$ cat src/rtl/uart_tx_feeder_pkg.sv
// Shared definitions for the UART transmit feeder: byte width, frame timing and FSM states.
package uart_tx_feeder_pkg;

  localparam int unsigned UART_BYTE_W     = 8;
  localparam int unsigned UART_FRAME_CLKS = 11;

  typedef enum logic [1:0] {
    FEED_IDLE = 2'd0,
    FEED_ACK  = 2'd1,
    FEED_DONE = 2'd2
  } feed_state_t;

endpackage

$ cat src/rtl/uart_sync_fifo.sv
// Synchronous byte FIFO with a combinational head output and an occupancy count.
module uart_sync_fifo
  import uart_tx_feeder_pkg::*;
#(
  parameter int unsigned DEPTH  = 16,
  parameter int unsigned ADDR_W = 4
) (
  input  logic                   clk,
  input  logic                   rst,
  input  logic                   wr_en,
  input  logic [UART_BYTE_W-1:0] wr_data,
  input  logic                   rd_en,
  output logic [UART_BYTE_W-1:0] rd_data,
  output logic                   full,
  output logic                   empty,
  output logic [ADDR_W:0]        level
);

  localparam logic [ADDR_W:0] FULL_LVL = (ADDR_W+1)'(DEPTH);

  logic [UART_BYTE_W-1:0] mem [DEPTH];
  logic [ADDR_W-1:0]      wptr;
  logic [ADDR_W-1:0]      rptr;
  logic                   push;
  logic                   pop;

  // full is taken from the registered level, so a same-cycle pop never frees a slot early
  assign full    = (level == FULL_LVL);
  assign empty   = (level == '0);
  assign push    = wr_en && !full;
  assign pop     = rd_en && !empty;
  assign rd_data = mem[rptr];

  always_ff @(posedge clk or negedge rst) begin
    if (!rst) begin
      wptr  <= '0;
      rptr  <= '0;
      level <= '0;
    end else begin
      if (push) wptr <= wptr + 1'b1;
      if (pop)  rptr <= rptr + 1'b1;
      case ({push, pop})
        2'b10:   level <= level + 1'b1;
        2'b01:   level <= level - 1'b1;
        default: level <= level;
      endcase
    end
  end

  always_ff @(posedge clk) begin
    if (push) mem[wptr] <= wr_data;
  end

endmodule

$ cat src/rtl/uart_tx_feeder.sv
// Queues bytes and hands them one at a time to a level-triggered UART transmitter.
module uart_tx_feeder
  import uart_tx_feeder_pkg::*;
#(
  parameter int unsigned DEPTH       = 16,
  parameter int unsigned ADDR_W      = 4,
  parameter int unsigned ACK_TIMEOUT = 15
) (
  input  logic                   clk,
  input  logic                   rst,
  input  logic                   wr_en,
  input  logic [UART_BYTE_W-1:0] wr_data,
  output logic                   full,
  output logic                   empty,
  output logic [ADDR_W:0]        level,
  output logic                   overflow,
  output logic                   ack_err,
  input  logic                   clr_err,
  output logic                   busy,
  output logic                   tx_start,
  output logic [UART_BYTE_W-1:0] tx_data,
  input  logic                   tx_finish
);

  localparam logic [3:0] TIMEOUT_CNT = 4'(ACK_TIMEOUT);

  feed_state_t            state, state_n;
  logic [3:0]             cnt, cnt_n;
  logic                   tx_start_n;
  logic [UART_BYTE_W-1:0] tx_data_n;
  logic                   ack_err_n, overflow_n;
  logic                   launch, ack_set;
  logic [UART_BYTE_W-1:0] head;

  uart_sync_fifo #(
    .DEPTH  (DEPTH),
    .ADDR_W (ADDR_W)
  ) u_fifo (
    .clk     (clk),
    .rst     (rst),
    .wr_en   (wr_en),
    .wr_data (wr_data),
    .rd_en   (launch),
    .rd_data (head),
    .full    (full),
    .empty   (empty),
    .level   (level)
  );

  assign busy = (state != FEED_IDLE);

  always_comb begin
    state_n    = state;
    cnt_n      = cnt;
    tx_start_n = tx_start;
    tx_data_n  = tx_data;
    launch     = 1'b0;
    ack_set    = 1'b0;
    case (state)
      FEED_IDLE: begin
        if (tx_finish && !empty) launch = 1'b1;
      end
      FEED_ACK: begin
        if (!tx_finish) begin
          tx_start_n = 1'b0;
          state_n    = FEED_DONE;
        end else begin
          cnt_n = cnt + 4'd1;
          if (cnt_n == TIMEOUT_CNT) begin
            tx_start_n = 1'b0;
            ack_set    = 1'b1;
            state_n    = FEED_IDLE;
          end
        end
      end
      FEED_DONE: begin
        if (tx_finish) begin
          if (!empty) launch  = 1'b1;
          else        state_n = FEED_IDLE;
        end
      end
      default: begin
        tx_start_n = 1'b0;
        state_n    = FEED_IDLE;
      end
    endcase
    // IDLE and DONE share one launch path so back-to-back frames need no extra cycle
    if (launch) begin
      tx_data_n  = head;
      tx_start_n = 1'b1;
      cnt_n      = '0;
      state_n    = FEED_ACK;
    end
    ack_err_n  = ack_set || (ack_err && !clr_err);
    overflow_n = (wr_en && full) || (overflow && !clr_err);
  end

  always_ff @(posedge clk or negedge rst) begin
    if (!rst) begin
      state    <= FEED_IDLE;
      cnt      <= '0;
      tx_start <= 1'b0;
      tx_data  <= '0;
      ack_err  <= 1'b0;
      overflow <= 1'b0;
    end else begin
      state    <= state_n;
      cnt      <= cnt_n;
      tx_start <= tx_start_n;
      tx_data  <= tx_data_n;
      ack_err  <= ack_err_n;
      overflow <= overflow_n;
    end
  end

endmodule

$ cat config.mk
export PLATFORM = sky130hd
export DESIGN_NAME = uart_tx_feeder
export DESIGN_NICKNAME = d
export VERILOG_FILES = /design/src/rtl/uart_tx_feeder_pkg.sv /design/src/rtl/uart_sync_fifo.sv /design/src/rtl/uart_tx_feeder.sv
export SDC_FILE = /design/constraint.sdc
export NUM_CORES = 1
export LEC_CHECK = 0
export ABC_CLOCK_PERIOD_IN_PS = 3150
export CORE_MARGIN = 4
export CORE_UTILIZATION = 40
export CTS_CLUSTER_DIAMETER = 150
export DETAILED_ROUTE_END_ITERATION = 7
export SYNTH_ARGS = -nofsm -noshare
export SYNTH_HDL_FRONTEND = slang
export SYNTH_SLANG_ARGS = --single-unit
$ cat constraint.sdc
create_clock -name clk -period 3.15 [get_ports clk]
set_input_delay 0.315 -clock clk [delete_from_list [all_inputs] [get_ports clk]]
set_output_delay 0.315 -clock clk [all_outputs]
set_load 0.02 [all_outputs]
After elaboration in Yosys (flattened, before gate mapping):

Memory sizes are Yosys's and may differ from the RTL's. A register that Yosys moved wholly into a read port is not among the register bits.
Index checks and enable logic that the tools add are counted.

* input port bits: 13
* memory bits (writable): 128
* output and inout bits: 19
* memories kept: 1
* flip-flop bits (word level): 22

* equality and inequality tests: 11
* multiplexer cells: 23
* reduce and logical (&&, ||, !) cells: 22
* $add $sub $neg: 5

Memory list
* u_fifo.mem: words 16, width 8, rd ports 1, clocked after memory_dff 1, write ports 1, line uart_sync_fifo.sv:21 `logic [UART_BYTE_W-1:0] mem [DEPTH];`

Operator list (number)
* adder 4 x 1 -> 4 bit (second input constant): 3
* 2-to-1 mux 4 bit: 3
* 2-to-1 mux 1 bit: 11
* 2-to-1 mux 2 bit: 5
* one-hot mux 5 bit (2 select lines): 1
* nonzero test 2 bit: 4
* logical AND 1 bit: 6
* inequality test 3 x 2 -> 1 bit (second input constant): 2
* one-hot mux 2 bit (3 select lines): 1
* adder 5 x 1 -> 5 bit (second input constant): 1
* equality test 5 bit (second input constant): 1
* logical NOT 5 bit: 1
* subtractor 5 x 1 -> 5 bit (second input constant): 1
* equality test 2 x 1 -> 1 bit (second input constant): 2
* equality test 2 bit (second input constant): 2
* equality test 4 bit (second input constant): 1
* logical NOT 1 bit: 4
* inequality test 2 x 1 -> 1 bit (second input constant): 2
* inequality test 4 x 3 -> 1 bit (second input constant): 1
* one-hot mux 1 bit (2 select lines): 2
* AND reduction 2 bit: 2
* AND reduction 4 bit: 1
* logical NOT 2 bit: 1
* logical OR 1 bit: 2
* OR reduction 2 bit: 1

Longest topological paths before layout:

Gate-level depths: netlist of run 1.

* depth in word-level cells: 8
* depth in mapped cells: 12
* mapped depth without buffers: 10

By module:

From an unflattened synthesis of run 1, not the netlist that was laid out.

* cell total of the unflattened synthesis: 394
* area total of the unflattened synthesis: 6573.8 µm²

By module, submodules not included
* uart_sync_fifo: times used 1, area each 5779.3 µm², cells an instance 332, sequential area each 4169.0 µm²
* uart_tx_feeder: times used 1, area each 794.5 µm², cells an instance 62, sequential area each 425.4 µm²

Worst setup path after synthesis of run 1:

OpenSTA, ideal clock, no wires.

* path kind: reg-to-reg
* from: reg u_fifo.level[1]
* to: reg u_fifo.level[4]
* cell stages (with the launch flop): 13
* setup slack: 267 ps
* clock period less this slack: 2883 ps
* data required time: 3027 ps
* arrival time: 2760 ps
* path through: dfrtp_1 buf_6 or4_4 o21ai_2 inv_2 ha_1 clkbuf_1 xor2_1 ha_1 o211a_1 o31ai_1 a31oi_1 xnor2_1

* word-level cells in the longest chain between the ends: 8
* elaborated cells on any way between the ends: 17

Ends and longest elaborated chain
* start: declaration: line uart_sync_fifo.sv:16 `output logic [ADDR_W:0] level`
* start signal: assignment: line uart_sync_fifo.sv:43 `2'b10: level <= level + 1'b1;`
* start signal: assignment: line uart_sync_fifo.sv:44 `2'b01: level <= level - 1'b1;`
* start signal: assignment: line uart_sync_fifo.sv:45 `default: level <= level;`
* logical NOT 5 bit *: line uart_sync_fifo.sv:29 `assign empty = (level == '0);`
* logical NOT 1 bit: line uart_sync_fifo.sv:31, uart_tx_feeder.sv:61
* logical AND 1 bit: line uart_tx_feeder.sv:61 `if (tx_finish && !empty) launch = 1'b1;`
* 2-to-1 mux 1 bit: line uart_tx_feeder.sv:61
* one-hot mux 1 bit (2 select lines): line uart_tx_feeder.sv:59 `case (state)`
* logical AND 1 bit *: line uart_sync_fifo.sv:31 `assign pop = rd_en && !empty;`
* net u_fifo.pop: line uart_sync_fifo.sv:25 `logic pop;`
* equality test 2 x 1 -> 1 bit / equality test 2 bit (equally long branches): line uart_sync_fifo.sv:42 `case ({push, pop})`
* one-hot mux 5 bit (2 select lines) / nonzero test 2 bit (equally long branches)

Mark *: on every way through the listed nets, which the timed path passes. The rest lies on a longest branch.
A chain may end at the register's enable or synchronous reset.

Worst setup path after layout of run 1:

Ends and elaborated chain as after synthesis.

==> out/qor.txt, run 1 <==
Post-synth net total -> 393
Sink Count -> 158
Pin count of the biggest net entering global routing -> 27
CP top delay family -> simple AND/OR/NAND/NOR gates
Slew headroom -> 39.54%
WL per Instance -> 19.40 um
Final Setup Violations -> 0
Pint -> 5.158 mW
Design area -> 0.007844 mm^2
Number of flops mapped to enable cells by yosys -> 128
CP Cell Sequence -> or4_4 > o21ai_2 > inv_2 > ha_1 > buf_4 > ha_1 > o211a_1 > o31ai_1 > a31oi_1 > xnor2_1
Worst R2R Path Depth -> 10
Worst-path maximum fanout -> 9
Top-area cell type share of the netlist area -> 58.76%
Post-Syn Area -> 0.006541 mm^2
Largest family of logic cells by synthesized area -> multiplexers
WHS -> 0.3918 ns
H-tree depth -> 4
First-pass iteration count of the detailed router -> 4
# DRC -> 0
Synth Register Bits -> 158
Complex-gate fraction of the synthesized area -> 3.252%
Reg2Reg Capture Point -> u_fifo.level[4]$_DFFE_PN0P_
Syn Area/Cell -> 17.73 um^2
Ratio of cells with drive above 1 in the final layout -> 22.99%
YS warnings -> 0
Proportion of synthesized area in mux cells -> 15.02%
Max Cap Viol -> 0
DP HPWL -> 8026 um
Vias/cell -> 5.118
Antenna diodes -> 0
Worst VDD drop -> 0.0005218 V
TritonCTS Buffers -> 17
First-pass GRT wire length -> 20180 um
P_sw -> 2.174 mW
R2R setup slack -> 0.44 ns
Fmax -> 369.2 MHz
Cts hold-fix bufs -> 0
Sum of buffers and inverters on the critical path -> 2
Period utilisation layout -> 85.98%
Core footprint -> 0.01594 mm^2
Clk_skew -> 0.008522 ns
Fin cells -> 651
Fillers -> 1318
Reg2reg start -> u_fifo.level[1]$_DFFE_PN0P_
Endpoint type of the worst setup path -> flop
Distinct cell type count after synthesis -> 43
Crit path DAT -> 3.03 ns
I/O pin count -> 32
Total gr overflow -> 0
Synth area leaders -> edfxtp_1, dfrtp_1, mux4_2
Count leader, synth -> edfxtp_1
Cells after Synth -> 369
Rows -> 46
Die Y -> 135.9 um
Die Wd -> 135.9 um
CTS max path bufs -> 2
Final net count -> 446
Inst Count DP -> 619
Comb pwr share -> 28.4%
Synth cell count leaders -> edfxtp_1, mux4_2, dfrtp_1
DRT antenna net count -> 0
Root buffer cell -> clkbuf_16
Cell accounting for the most synthesized area -> edfxtp_1
Async S/R FF share, synth -> 18.99%
Slowest CP cell -> or4_4
Sequential Power Share -> 39.6%
Leak -> 2.786 nW
Vias in the first global route -> 3484
Data required, critical path -> 3.47 ns
Crit path time final -> 2.708 ns
GPL Wtd Cong -> 0.7878
CTS tree -> yes
Placement Cell Area -> 0.007164 mm^2
Worst slew pin tran -> 0.9040 ns
Setup TNS -> 0 ns
Via count -> 3332
Antenna violations before repair -> 0
Postcts setup bufs -> 0
Sw Ratio -> 29.65%
Setup CP Type -> flop to flop
XOR/XNOR share of the synthesized area -> 1.875%
Final Slew Violations -> 0
CP startpoint kind -> flop
Post-CTS resize count -> 0
Crit path top cell by count -> ha_1
Drt total wl -> 12630 um
Initial core utilization -> 41.03%
Final Hold Fails -> 0
Clk slew on worst S/H paths -> 0.06 ns
RSZ-0062 raised after global routing -> false
DRT iter0 DRCs -> 220
Gr usage total -> 15.19%
Clock Latency Late Sink -> 0.43 ns
P&R area growth vs syn -> 19.91%
Post-synthesis adder-cell area fraction -> 2.104%
I/O Buffers -> 31
PwrDens -> 934.7 mW/mm^2
Clk pwr share -> 31.9%
DIE AREA -> 0.01846 mm^2
Run status -> finished clean
Worst hold-check path type -> primary input to asynchronous set/reset pin
Synth Flop Type -> edfxtp_1
Register area share after synthesis -> 70.24%
Crit-path max cell delay -> 0.59 ns
Simple-Gate Fraction of Synth Area -> 4.801%
through the flow:
step	utilization (%)	power [mW]	setup slack, ns
global placement	44.94	5.017	0.4751
global route	49.20	7.742	0.2526
finish	49.20	7.331	0.4417
detailed placement	44.94	5.077	0.4435
CTS	49.20	7.447	0.4295
floorplan	-	4.415	0.2667
worst reg2reg max path: cells and delay by family, from the launching register on:
kind / cells / cell delay, ns
buf+inv: 2 / 0.29
xor+xnor: 1 / 0.13
simple gates: 1 / 0.59
flops: 1 / 0.48
fa+ha+maj: 2 / 0.56
compound gates: 4 / 0.56
layout by cell type (no fill, tap or decap), types with 10 or more instances in the layout:
cell type,count
buf_4,21
clkbuf_16,17
clkdlybuf4s50_1,31
dfrtp_1,29
edfxtp_1,128
ha_1,11
inv_1,10
mux2i_1,16
mux4_2,32
nand2_1,23
nor2_1,22
o21ai_0,15
xnor2_1,10
how the worst max path moves through the flow:
stage                                start                     endpoint  slack, ns  cells past startpoint
2_1_floorplan  u_fifo.level[1]$_DFFE_PN0P_  u_fifo.level[4]$_DFFE_PN0P_       0.27                     12
3_3_place_gp   u_fifo.level[1]$_DFFE_PN0P_  u_fifo.level[4]$_DFFE_PN0P_       0.48                     10
3_5_place_dp   u_fifo.level[1]$_DFFE_PN0P_  u_fifo.level[4]$_DFFE_PN0P_       0.44                     10
4_1_cts        u_fifo.level[1]$_DFFE_PN0P_  u_fifo.level[4]$_DFFE_PN0P_       0.43                     10
5_1_grt        u_fifo.level[1]$_DFFE_PN0P_  u_fifo.level[4]$_DFFE_PN0P_       0.25                     10
6_report       u_fifo.level[1]$_DFFE_PN0P_  u_fifo.level[4]$_DFFE_PN0P_       0.44                     10
area by class of cell:
| cell class | instances | area [um^2] | area share [%] |
|---|---|---|---|
| clock inverters | 15 | 254.0 | 3.238 |
| inverters | 11 | 41.29 | 0.5264 |
| clock buffers | 17 | 425.4 | 5.424 |
| flip-flops and latches | 158 | 4596 | 58.59 |
| multi-input cells | 181 | 1769 | 22.56 |
| well taps | 216 | 270.3 | 3.446 |
| repair buffers | 53 | 488.0 | 6.221 |
sequential cells by signal, indices dropped and copies added (netlist names), 2 cells and up:
register and cells:
u_fifo.mem 128, u_fifo.level 5, tx_data 8, u_fifo.rptr 4
u_fifo.wptr 4, cnt 4, state 2
per-layer routing:
layer	vias to the layer above	share of wire [%]	track usage [%]
li1	1538	-	-
met1	1705	43	19.98
met2	77	50	24.12
met3	12	5.1	3.812
met4	0	1.6	6.607
met5	-	0	0
logic make-up (layout without fill, tap and decap cells):
family / after synthesis / count (layout)
xor+xnor: 14 / 14
flops: 158 / 158
compound gates: 33 / 33
mux: 57 / 57
simple gates: 66 / 66
buf+inv: 30 / 96
fa+ha+maj: 11 / 11
power by group through the flow:
stage / Clock (mW) / Combinational, mW / Sequential, mW
floorplan: 0 / 1.54 / 2.88
global placement: 0 / 2.09 / 2.93
detailed placement: 0 / 2.13 / 2.95
CTS: 2.40 / 2.14 / 2.91
global route: 2.49 / 2.29 / 2.96
finish: 2.34 / 2.08 / 2.90
No activity file was read; power rests on OpenSTA's default activity.
==> run 2: changes to the inputs <==
Settings changed: ABC_CLOCK_PERIOD_IN_PS 3150 to 2700, SKIP_CTS_REPAIR_TIMING from default to 1.
Clock period 3.15 ns to 2.7 ns, I/O delays scaled along.
==> out/qor.txt, run 2 (same netlist as run 1, synthesis figures left out) <==
Run status -> finished clean (unchanged)
GPL Wtd Cong -> 0.7363 (was 0.7878)
WHS -> 0.2638 ns (was 0.3918 ns)
Sw Ratio -> 31.35% (was 29.65%)
Worst VDD drop -> 0.0006185 V (was 0.0005218 V)
Fin cells -> 656 (was 651)
Fmax -> 391.0 MHz (was 369.2 MHz)
CP startpoint kind -> flop (unchanged)
Critical Path Stages -> 10 (unchanged)
Root buffer cell -> clkbuf_16 (unchanged)
Max Cap Viol -> 0 (unchanged)
Period utilisation layout -> 94.73% (was 85.98%)
Pint -> 5.609 mW (was 5.158 mW)
Inst Count DP -> 624 (was 619)
Reg2reg start -> u_fifo.level[2]$_DFFE_PN0P_ (was u_fifo.level[1]$_DFFE_PN0P_)
Clk pwr share -> 27.6% (was 31.9%)
DRT antenna net count -> 0 (unchanged)
Slew headroom -> 61.86% (was 39.54%)
Comb pwr share -> 31.6% (was 28.4%)
Crit path time final -> 2.558 ns (was 2.708 ns)
Worst R2R Path Depth -> 10 (unchanged)
Clk slew on worst S/H paths -> 0.06 ns (about the same)
Sink Count -> 158 (unchanged)
Flip-flop count of the largest register after layout -> 128 (unchanged)
Vias in the first global route -> 3478 (was 3484)
Biggest regs -> u_fifo.mem (128), tx_data (8), u_fifo.level (5) (unchanged)
TritonCTS Buffers -> 17 (unchanged)
Setup TNS -> 0 ns (unchanged)
DRT iter0 DRCs -> 192 (was 220)
I/O Buffers -> 31 (unchanged)
Design area -> 0.007796 mm^2 (was 0.007844 mm^2)
CTS max path bufs -> 2 (unchanged)
Gr usage total -> 14.60% (was 15.19%)
PwrDens -> 1048 mW/mm^2 (was 934.7 mW/mm^2)
Endpoint type of the worst setup path -> flop (unchanged)
CP top delay family -> compound AO/OA/AOI/OAI gates (was simple AND/OR/NAND/NOR gates)
Ratio of cells with drive above 1 in the final layout -> 25.00% (was 22.99%)
Die Wd -> 135.9 um (unchanged)
Data required, critical path -> 3.00 ns (was 3.47 ns)
First-pass iteration count of the detailed router -> 4 (unchanged)
Clk_skew -> 0.009102 ns (was 0.008522 ns)
DP HPWL -> 8033 um (was 8026 um)
Final Setup Violations -> 0 (unchanged)
# DRC -> 0 (unchanged)
Setup crit start -> u_fifo.level[2]$_DFFE_PN0P_ (was u_fifo.level[1]$_DFFE_PN0P_)
P_sw -> 2.562 mW (was 2.174 mW)
I/O pin count -> 32 (unchanged)
Leak -> 2.749 nW (was 2.786 nW)
RSZ-0062 raised after global routing -> false (unchanged)
Total gr overflow -> 0 (unchanged)
Sum of buffers and inverters on the critical path -> 1 (was 2)
Pin count of the biggest net entering global routing -> 31 (was 27)
CP Cell Sequence -> or4_4 > o21ai_4 > inv_4 > ha_4 > xor2_1 > ha_2 > o211a_1 > o31ai_2 > a31oi_1 > xnor2_1 (was or4_4 > o21ai_2 > inv_2 > ha_1 > buf_4 > ha_1 > o211a_1 > o31ai_1 > a31oi_1 > xnor2_1)
Commonest non-fill, non-tap cells in the layout -> edfxtp_1, mux4_2, clkdlybuf4s50_1 (unchanged)
Core footprint -> 0.01594 mm^2 (unchanged)
Vias/cell -> 5.098 (was 5.118)
Antenna violations before repair -> 0 (unchanged)
WL per Instance -> 18.96 um (was 19.40 um)
Worst-path maximum fanout -> 9 (unchanged)
H-tree depth -> 4 (unchanged)
Fillers -> 1372 (was 1318)
Fin util -> 48.90% (was 49.20%)
P&R area growth vs syn -> 19.19% (was 19.91%)
Final Hold Fails -> 0 (unchanged)
Clock Latency Late Sink -> 0.42 ns (was 0.43 ns)
First-pass GRT wire length -> 19670 um (was 20180 um)
DIE AREA -> 0.01846 mm^2 (unchanged)
CTS tree -> yes (unchanged)
Final net count -> 451 (was 446)
Drt total wl -> 12440 um (was 12630 um)
Crit path DAT -> 2.86 ns (was 3.03 ns)
Final Slew Violations -> 0 (unchanged)
Setup CP Type -> flop to flop (unchanged)
Sequential Power Share -> 40.8% (was 39.6%)
Pre-CTS WS -> 0.1130 ns (was 0.4435 ns)
Slowest CP cell -> or4_4 (unchanged)
Commonest non-fill, non-tap cell in the layout -> edfxtp_1 (unchanged)
Total power draw -> 8.171 mW (was 7.331 mW)
Initial core utilization -> 41.03% (unchanged)
Worst hold-check path type -> primary input to asynchronous set/reset pin (unchanged)
Largest register by flop count -> u_fifo.mem (unchanged)
Placement Cell Area -> 0.007229 mm^2 (was 0.007164 mm^2)
Worst setup slack after layout -> 0.1422 ns (was 0.4417 ns)
Die Y -> 135.9 um (unchanged)
Rows -> 46 (unchanged)
Via count -> 3344 (was 3332)
Worst slew pin tran -> 0.5703 ns (was 0.9040 ns)
Crit-path max cell delay -> 0.57 ns (was 0.59 ns)
Antenna diodes -> 0 (unchanged)
[run 2: cell types whose count changed in the layout (fill, tap and decap cells not counted), moves of 2 or more]
cell | before | now
dfrtp_1 | 29 | 27
clkinv_4 | 2 | 4
buf_4 | 21 | 26
dfrtp_2 | 1 | 3
ha_1 | 11 | 9
bufinv_16 | 6 | 1
clkinv_2 | 0 | 2
[run 2: path summary, 6_finish.rpt]
| path | to | slack (ns) |
|---|---|---|
| setup / recovery | u_fifo.level[4]$_DFFE_PN0P_ | 0.14 |
| hold / removal | u_fifo.wptr[0]$_DFFE_PN0P_ | 0.26 |
| setup reg to reg | u_fifo.level[4]$_DFFE_PN0P_ | 0.14 |
| hold reg to reg | tx_data[0]$_DFFE_PN0P_ | 0.48 |
| max in group asynchronous | u_fifo.level[1]$_DFFE_PN0P_ | 2.11 |
| min in group clk | state[1]$_DFFE_PN0P_ | 0.46 |
[run 2: per-layer routing]
metal | global-route usage, % | wire, um
met5 | 0 | 0
met3 | 4.367 | 547
met2 | 23.64 | 6171
met4 | 4.703 | 145
met1 | 19.07 | 5573
[run 2: final cells by class]
type	count	area, um^2	area share (%)
Inverter	11	43.79	0.5617
Tap cell	216	270.3	3.467
Multi-Input combinational cell	181	1797	23.05
Sequential cell	158	4598	58.98
Clock buffer	17	425.4	5.457
Clock inverter	15	136.4	1.749
Timing Repair Buffer	58	525.5	6.740
[run 2: worst reg2reg max path: stages, from the launching register on]
cell	delay (ns)
dfrtp_2	0.40
or4_4	0.57
o21ai_4	0.20
inv_4	0.09
ha_4	0.20
xor2_1	0.15
ha_2	0.19
o211a_1	0.23
o31ai_2	0.20
a31oi_1	0.09
xnor2_1	0.13
[run 2: power by group through the flow]
| stage | Combinational [mW] | Clock (mW) | Sequential, mW |
|---|---|---|---|
| 6_report | 2.58 | 2.26 | 3.33 |
| 5_1_grt | 2.82 | 2.41 | 3.38 |
| 4_1_cts | 2.64 | 2.29 | 3.34 |
| 3_5_place_dp | 2.62 | 0 | 3.39 |
| 3_3_place_gp | 2.58 | 0 | 3.37 |
| 2_1_floorplan | 1.82 | 0 | 3.36 |
==> run 3: changes to the inputs <==
Settings changed: CAP_MARGIN from default to 20, CORE_MARGIN 4 to default, SYNTH_HIERARCHICAL from default to 1.
==> out/qor.txt, run 3 <==
Root buffer cell -> clkbuf_16 (unchanged)
Crit-path max cell delay -> 0.42 ns (was 0.57 ns)
WHS -> 0.2380 ns (was 0.2638 ns)
Final net count -> 481 (was 451)
DRT iter0 DRCs -> 190 (was 192)
M1 GR Usage -> 22.43% (was 19.07%)
PwrDens -> 1082 mW/mm^2 (was 1048 mW/mm^2)
Core footprint -> 0.01594 mm^2 (unchanged)
Register area share after synthesis -> 69.89% (was 70.24%)
GPL Wtd Cong -> 0.7302 (was 0.7363)
Biggest regs -> u_fifo/mem (128), tx_data (8), u_fifo/level (5) (was u_fifo.mem (128), tx_data (8), u_fifo.level (5))
First-pass GRT wire length -> 20180 um (was 19670 um)
Initial core utilization -> 41.23% (was 41.03%)
DP HPWL -> 8483 um (was 8033 um)
Number of flops mapped to enable cells by yosys -> 128 (unchanged)
Rows -> 46 (unchanged)
CP Cell Sequence -> nor4_4 > and2b_2 > nor3b_4 > nor2b_4 > ha_4 > buf_4 > ha_1 > o21ai_2 > a21oi_1 > or3b_1 > xnor2_1 (was or4_4 > o21ai_4 > inv_4 > ha_4 > xor2_1 > ha_2 > o211a_1 > o31ai_2 > a31oi_1 > xnor2_1)
Fmax -> 390.7 MHz (was 391.0 MHz)
Final Slew Violations -> 0 (unchanged)
Leak -> 2.838 nW (was 2.749 nW)
Final Setup Violations -> 0 (unchanged)
DRT antenna net count -> 0 (unchanged)
Antenna diodes -> 0 (unchanged)
Worst hold-check path type -> primary input to asynchronous set/reset pin (unchanged)
Die Y -> 130.2 um (was 135.9 um)
Commonest non-fill, non-tap cell in the layout -> edfxtp_1 (unchanged)
Synth Flop Type -> edfxtp_1 (unchanged)
Sum of buffers and inverters on the critical path -> 1 (unchanged)
Fin util -> 49.35% (was 48.90%)
Crit path time final -> 2.560 ns (was 2.558 ns)
Total gr overflow -> 0 (unchanged)
YS warnings -> 6 (was 0)
GR Layer Usage met2 -> 27.41% (was 23.64%)
Endpoint type of the worst setup path -> flop (unchanged)
Antenna violations before repair -> 0 (unchanged)
Distinct cell type count after synthesis -> 41 (was 43)
Crit path DAT -> 2.86 ns (about the same)
Top-area cell type share of the netlist area -> 58.47% (was 58.76%)
Total power draw -> 8.510 mW (was 8.171 mW)
CTS tree -> yes (unchanged)
Post-synth net total -> 419 (was 393)
Fillers -> 1321 (was 1372)
Gr usage total -> 16.84% (was 14.60%)
Synth cell count leaders -> edfxtp_1, dfrtp_1, mux2i_1, o21ai_0, nand2_1 (was edfxtp_1, mux4_2, dfrtp_1)
Commonest non-fill, non-tap cells in the layout -> edfxtp_1, clkdlybuf4s50_1, buf_4 (was edfxtp_1, mux4_2, clkdlybuf4s50_1)
Largest register by flop count -> u_fifo/mem (was u_fifo.mem)
# DRC -> 0 (unchanged)
Worst slew pin tran -> 0.6670 ns (was 0.5703 ns)
Final Hold Fails -> 0 (unchanged)
Max Cap Viol -> 0 (unchanged)
Via count -> 3472 (was 3344)
Routing usage on met3 -> 3.116% (was 4.367%)
Worst VDD drop -> 0.0004991 V (was 0.0006185 V)
Ratio of cells with drive above 1 in the final layout -> 24.73% (was 25.00%)
Period utilisation layout -> 94.80% (was 94.73%)
I/O Buffers -> 31 (unchanged)
Slowest CP cell -> dfrtp_2 (was or4_4)
Worst-path maximum fanout -> 3 (was 9)
P&R area growth vs syn -> 19.68% (was 19.19%)
WL per Instance -> 18.94 um (was 18.96 um)
Count leader, synth -> edfxtp_1 (unchanged)
Synth Register Bits -> 158 (unchanged)
Clk slew on worst S/H paths -> 0.06 ns (about the same)
Run status -> finished clean (unchanged)
DIE AREA -> 0.01695 mm^2 (was 0.01846 mm^2)
Vias/cell -> 5.069 (was 5.098)
CP top delay family -> simple AND/OR/NAND/NOR gates (was compound AO/OA/AOI/OAI gates)
Global routing's busiest layer -> met2 (unchanged)
Slew headroom -> 55.54% (was 61.86%)
I/O pin count -> 32 (unchanged)
Clock Latency Late Sink -> 0.41 ns (was 0.42 ns)
Cell accounting for the most synthesized area -> edfxtp_1 (unchanged)
Syn Area/Cell -> 16.68 um^2 (was 17.73 um^2)
Data required, critical path -> 3.00 ns (about the same)
TritonCTS Buffers -> 17 (unchanged)
CP startpoint kind -> flop (unchanged)
Die Wd -> 130.2 um (was 135.9 um)
First-pass iteration count of the detailed router -> 4 (unchanged)
Async S/R FF share, synth -> 18.99% (unchanged)
Sink Count -> 158 (unchanged)
Flip-flop count of the largest register after layout -> 128 (unchanged)
Pin count of the biggest net entering global routing -> 52 (was 31)
CTS max path bufs -> 2 (unchanged)
Synth area leaders -> edfxtp_1, dfrtp_1, mux4_2 (unchanged)
Post-Syn Area -> 0.006574 mm^2 (was 0.006541 mm^2)
Setup CP Type -> flop to flop (unchanged)
Cells after Synth -> 394 (was 369)
H-tree depth -> 4 (unchanged)
Vias in the first global route -> 3508 (was 3478)
Clk_skew -> 0.006629 ns (was 0.009102 ns)
RSZ-0062 raised after global routing -> false (unchanged)
Drt total wl -> 12980 um (was 12440 um)
[run 3: cell types whose count changed after synthesis, moves of 7 or more]
cell	before	now
mux4_2	32	16
o21ai_0	15	25
mux2i_1	16	25
a221oi_1	0	8
a22oi_1	0	8
mux2_4	0	8
nor2_1	22	14
a21oi_1	5	12
[run 3: where the power goes]
| part | switching (mW) | internal, mW |
|---|---|---|
| Clock | 0.940 | 1.27 |
| Combinational | 1.54 | 1.41 |
| Sequential | 0.302 | 3.05 |
| Total | 2.79 | 5.72 |
[run 3: stage by stage]
step,instance area [um^2],TNS (ns),cells,worst slack [ns]
3_3_place_gp,7272,-0.05204,650,-0.05204
3_5_place_dp,7272,-0.08140,650,-0.08140
6_report,7868,0,685,0.1404
5_1_grt,7868,0,685,0.01422
2_1_floorplan,6614,-0.1830,394,-0.1830
4_1_cts,7820,-0.003168,682,-0.003168
[run 3: final cells by class]
class                           count  area (um^2)  area share [%]
Clock buffer                       18        429.2           5.455
Clock inverter                     14        118.9           1.511
Inverter                           11        43.79          0.5566
Multi-Input combinational cell    205         1841           23.39
Sequential cell                   158         4602           58.49
Tap cell                          216        270.3           3.435
Timing Repair Buffer               63        563.0           7.156
[run 3: worst reg2reg max path, delay by kind of cell, from the launching register on]
family,cells,cell delay [ns]
XOR/XNOR,1,0.13
adder cells (fa/ha/maj),2,0.50
AO/OA/AOI/OAI,2,0.16
flip-flops,1,0.42
buffers and inverters,1,0.14
AND/OR/NAND/NOR,5,1.09
[run 3: logic make-up after synthesis]
group	Yosys count	share of synthesized area, %
buf+inv	31	2.931
fa+ha+maj	12	2.398
mux	58	12.66
compound gates	59	5.596
flops	158	69.89
simple gates	63	4.796
xor+xnor	13	1.732
[run 3: path summary, 6_finish.rpt]
path	to	slack, ns	startpoint	cells past startpoint
worst max register to register	u_fifo/level[4]$_DFFE_PN0P_	0.14	u_fifo/level[1]$_DFFE_PN0P_	11
min in group clk	u_fifo/level[4]$_DFFE_PN0P_	0.50	u_fifo/level[4]$_DFFE_PN0P_	1
worst min-delay path	tx_start$_DFFE_PN0P_	0.24	rst	2
max in group asynchronous	u_fifo/level[3]$_DFFE_PN0P_	2.15	rst	2
worst max-delay path	u_fifo/level[4]$_DFFE_PN0P_	0.14	u_fifo/level[1]$_DFFE_PN0P_	11
worst min register to register	u_fifo/level[4]$_DFFE_PN0P_	0.50	u_fifo/level[4]$_DFFE_PN0P_	1
[run 3: routing by layer]
| layer | wire, um | vias up |
|---|---|---|
| li1 | - | 1635 |
| met1 | 5816 | 1765 |
| met2 | 6497 | 62 |
| met3 | 491 | 10 |
| met4 | 170 | 0 |
| met5 | 0 | - |
